[config.mk]
export PLATFORM = sky130hd
export DESIGN_NAME = scale_demux
export DESIGN_NICKNAME = d
export VERILOG_FILES = /design/src/rtl/scale_pkg.sv /design/src/rtl/demux_slot.sv /design/src/rtl/scale_demux.sv
export SDC_FILE = /design/constraint.sdc
export NUM_CORES = 1
export LEC_CHECK = 0
export ABC_AREA = 1
export BUFFER_PORTS_ARGS = -buffer_cell sky130_fd_sc_hd__buf_4
export CAP_MARGIN = 20
export CORE_AREA = 2 2 39 41
export DETAILED_ROUTE_END_ITERATION = 10
export DIE_AREA = 0 0 41 43
export MAX_ROUTING_LAYER = met4
export PLACE_DENSITY = 0.37
export SLEW_MARGIN = 5
export SYNTH_ARGS = -nofsm -noshare
export SYNTH_HDL_FRONTEND = slang
export SYNTH_SLANG_ARGS = --single-unit
[constraint.sdc]
create_clock -name clk -period 1.7 [get_ports clk]
set_input_delay 0.34 -clock clk [delete_from_list [all_inputs] [get_ports clk]]
set_output_delay 0.34 -clock clk [all_outputs]
set_load 0.1 [all_outputs]
[src/rtl/scale_pkg.sv]
// Shared types and widths for the scale_demux 1-to-2 stream demultiplexer.
package scale_pkg;

    localparam int unsigned SCALE_CNT_W = 16;

    typedef enum logic {ROUTE_B, ROUTE_A} route_t;
    typedef enum logic {SLOT_EMPTY, SLOT_FULL} slot_state_t;

endpackage

[src/rtl/demux_slot.sv]
// One-entry output register slice with valid/ready handshake.
// Optional delivered-beat counter when SCALE_DEMUX_COUNT_EN is defined.
module demux_slot
    import scale_pkg::*;
#(
    parameter int unsigned size = 1
) (
    input  logic                   clk,
    input  logic                   rst,
    input  logic                   load,
    input  logic [size-1:0]        in_data,
    input  logic                   ready,
    output logic                   can_load,
    output logic                   valid,
    output logic [size-1:0]        data
`ifdef SCALE_DEMUX_COUNT_EN
    ,
    output logic [SCALE_CNT_W-1:0] cnt
`endif
);

    slot_state_t state;

    assign valid    = (state == SLOT_FULL);
    // A full slot can still load when its consumer drains on the same edge.
    assign can_load = (state == SLOT_EMPTY) || ready;

    always_ff @(posedge clk or posedge rst) begin
        if (rst) begin
            state <= SLOT_EMPTY;
            data  <= '0;
        end else begin
            case (state)
                SLOT_EMPTY: begin
                    if (load) begin
                        state <= SLOT_FULL;
                        data  <= in_data;
                    end
                end
                SLOT_FULL: begin
                    if (load) begin
                        data <= in_data;
                    end else if (ready) begin
                        state <= SLOT_EMPTY;
                    end
                end
                default: state <= SLOT_EMPTY;
            endcase
        end
    end

`ifdef SCALE_DEMUX_COUNT_EN
    always_ff @(posedge clk or posedge rst) begin
        if (rst) begin
            cnt <= '0;
        end else if (valid && ready) begin
            cnt <= cnt + 1'b1;
        end
    end
`endif

endmodule

[src/rtl/scale_demux.sv]
// Registered 1-to-2 demultiplexer: routes each input beat to output A or B.
// Define SCALE_DEMUX_COUNT_EN to add the cnt_a/cnt_b delivered-beat counters.
module scale_demux
    import scale_pkg::*;
#(
    parameter int unsigned size = 1
) (
    input  logic                   clk,
    input  logic                   rst,
    input  logic [size-1:0]        in_data,
    input  logic                   in_valid,
    input  logic                   sel_a,
    output logic                   in_ready,
    output logic [size-1:0]        out_a_data,
    output logic                   out_a_valid,
    input  logic                   out_a_ready,
    output logic [size-1:0]        out_b_data,
    output logic                   out_b_valid,
    input  logic                   out_b_ready
`ifdef SCALE_DEMUX_COUNT_EN
    ,
    output logic [SCALE_CNT_W-1:0] cnt_a,
    output logic [SCALE_CNT_W-1:0] cnt_b
`endif
);

    route_t route;
    logic   can_load_a;
    logic   can_load_b;
    logic   load_a;
    logic   load_b;

    assign route    = route_t'(sel_a);
    // Readiness follows the selected slot only, so a stalled consumer never blocks the other.
    assign in_ready = (route == ROUTE_A) ? can_load_a : can_load_b;
    assign load_a   = in_valid && in_ready && (route == ROUTE_A);
    assign load_b   = in_valid && in_ready && (route == ROUTE_B);

    demux_slot #(.size(size)) u_slot_a (
        .clk      (clk),
        .rst      (rst),
        .load     (load_a),
        .in_data  (in_data),
        .ready    (out_a_ready),
        .can_load (can_load_a),
        .valid    (out_a_valid),
        .data     (out_a_data)
`ifdef SCALE_DEMUX_COUNT_EN
        ,
        .cnt      (cnt_a)
`endif
    );

    demux_slot #(.size(size)) u_slot_b (
        .clk      (clk),
        .rst      (rst),
        .load     (load_b),
        .in_data  (in_data),
        .ready    (out_b_ready),
        .can_load (can_load_b),
        .valid    (out_b_valid),
        .data     (out_b_data)
`ifdef SCALE_DEMUX_COUNT_EN
        ,
        .cnt      (cnt_b)
`endif
    );

endmodule

==> key figures <==
Yosys
  • Mapped Nets: 30
  • Yosys top cell by area: dfrtp_1
  • Netlist cell types: 8
  • Cell Area, Synth: 188.9 µm²
  • Post-Syn Instances: 23
  • Seq/Total Area, Yosys: 52.98%
  • #FFs+latches synth: 4
  • Synth top area share: 52.98%
  • Synthesized area per cell: 8.214 µm²
  • Ranking of synthesized cells by area: dfrtp_1 53%, nand2_1 18%, nand2_2 6.6%, nand4_1 6.6%, inv_1 6.0%
  • Yosys warnings: 0

STA
  • Skew final: 0.01964 ps
  • Setup TNS: 0 ps
  • Fmax: 0.6778 GHz
  • Hold Fails Final Rpt: 0
  • Worst-case hold slack: 375.4 ps
  • Slew Viols, Final: 0
  • Worst slew margin: 81.51%
  • Fin crit period: 1475 ps
  • # setup viols final: 0
  • Worst-Margin Slew: 279.7 ps
  • Final worst slack: 224.7 ps
  • Final cycle utilization of the critical path: 86.78%
  • RSZ-0062 raised after global routing: no

Job
  • # Max-Cap Violations: 0

Floorplanning
  • Initial Utilization: 13.65%
  • Die Height: 43 µm
  • Die Area: 1763 µm²
  • I/O Pins: 12
  • Die width: 41 µm
  • Core ar.: 1384 µm²
  • # rows: 14

Placement
  • HPWL after DPL: 351.9 µm
  • Port Buf Inserts: 11
  • RePlAce Congestion: 0.6216
  • Placement Setup Slack: 409.0 ps

GRT
  • Initial antenna violation count: 0
  • GRT Residual Overflow: 0
  • Total track usage: 6.089%
  • First-pass GRT wire length: 641 µm
  • Vias in the first global route: 179
  • Pin count of the biggest net entering global routing: 5

Layout
  • Final Util: 23.78%
  • Antenna diodes: 0
  • Most frequent cells in the layout: 11 x buf_4, 8 x nand2_1, 3 x inv_1, 3 x nand2_2, 3 x clkbuf_4
  • Ratio of cells with drive above 1 in the final layout: 55.26%
  • Layout area overhead: 74.17%
  • Nets: 47
  • Commonest non-fill, non-tap cell in the layout: buf_4

Setup path
  • WS Path Type: flip-flop to output pin
  • Kind of end point of the critical path: output pin
  • Arrival @ worst endpoint: 1140 ps
  • R2R cell count: 4
  • Worst setup SP type: flip-flop
  • CP max FO: 4
  • CP Data Required Time: 1360 ps

Detailed routing
  • Drt pass-1 iters: 4
  • WL/cell: 7.648 µm
  • Routed WL: 413 µm
  • Via/cell ratio: 3.481
  • DRC errors left: 0
  • DR iter-0 viols: 8
  • Routed Antenna Nets: 0
  • Vias after detailed routing: 188

Clock network
  • Clock sinks: 4
  • CTS Buf Count: 3
  • Root buf cell: clkbuf_4
  • Max clock buf depth: 2
  • CTS tree: built
  • Clock Pin Slew Worst Setup and Hold Paths: 40 ps
  • Postcts setup bufs: 0
  • CTS H-tree depth: 1
  • Latest clock arrival within the worst-skew pair: 230 ps

Power and ir drop
  • LEAKAGE: 0.1849 nW
  • PwrDens: 1226 nW/µm²
  • Max VDD drop: 582.1 µV

Hold path
  • Worst min-delay path class: input port to flip-flop
  • Worst Hold Depth: 3

Status
  • Status: complete, no violations
-- logic make-up (layout without fill, tap and decap cells) --
| kind of cell | count (synthesis) | in the layout | synth area share, % |
|---|---|---|---|
| flip-flops | 4 | 4 | 52.98 |
| buffers and inverters | 4 | 19 | 7.945 |
| AND/OR/NAND/NOR | 15 | 15 | 39.07 |
-- repair_timing --
item	CTS	global route
resized for setup	0	0
endpoints found under the hold margin	4	0
hold buffers	1	0
-- synth_stat cells --
| master | n |
|---|---|
| nand3_2 | 1 |
| dfrtp_1 | 4 |
| inv_2 | 1 |
| nand3_1 | 1 |
| inv_1 | 3 |
| nand2_1 | 9 |
| nand2_2 | 2 |
| nand4_1 | 2 |
-- power by group --
group	leakage (nW)	internal [W]	total, W	switching [W]
Combinational	0.124	0.0000382	0.000174	0.000136
Clock	0.0138	0.0000787	0.000113	0.0000346
Sequential	0.0473	0.000109	0.000116	0.00000706
Total	0.185	0.000226	0.000403	0.000177
-- per-stage QoR --
stage | power [W] | instances | cell area, µm²
after floorplan | 0.0002477 | 23 | 193.9
after global placement | 0.0002899 | 50 | 296.5
after detailed placement | 0.0002912 | 50 | 296.5
after CTS | 0.0004119 | 54 | 329.1
after global routing | 0.0004284 | 54 | 329.1
final | 0.0004035 | 54 | 329.1
-- layout make-up --
class                   count  area, µm²
fillers                   159       1055
flip-flops and latches      4      102.6
repair buffers             12      92.59
multi-input cells          15      76.32
clock buffers               3      22.52
well taps                  16      20.02
inverters                   4      15.01
-- flip-flops by register name (all words and copies together) (netlist names) --
name,cells
u_slot_a.valid,1
u_slot_b.data,1
u_slot_a.data,1
u_slot_b.valid,1
-- routing by layer --
layer  track usage, %  vias to the layer above  routed length [µm]
met5                -                        -                   0
met4            2.000                        0                   0
met3            6.283                        0                  41
met2            7.187                        6                 184
met1            6.818                       81                 186
li1                 -                      101                   -
-- critical path, cell delays in order, from the launching register on --
cell     delay [ps]
dfrtp_2         400
nand2_2         100
nand2_1          70
nand2_2          60
buf_4           280
-- path summary, 6_finish.rpt --
path	end	from	slack, ps
worst min-delay path	u_slot_a.data	in_data	380
worst min register to register	u_slot_b.data	u_slot_b.data	470
worst max register to register	u_slot_a.data	u_slot_a.valid	900
worst max-delay path	in_ready	u_slot_b.valid	220
min in group asynchronous	u_slot_a.data	rst	550
max in group asynchronous	u_slot_b.valid	rst	990
No activity file was read; power rests on OpenSTA's default activity.
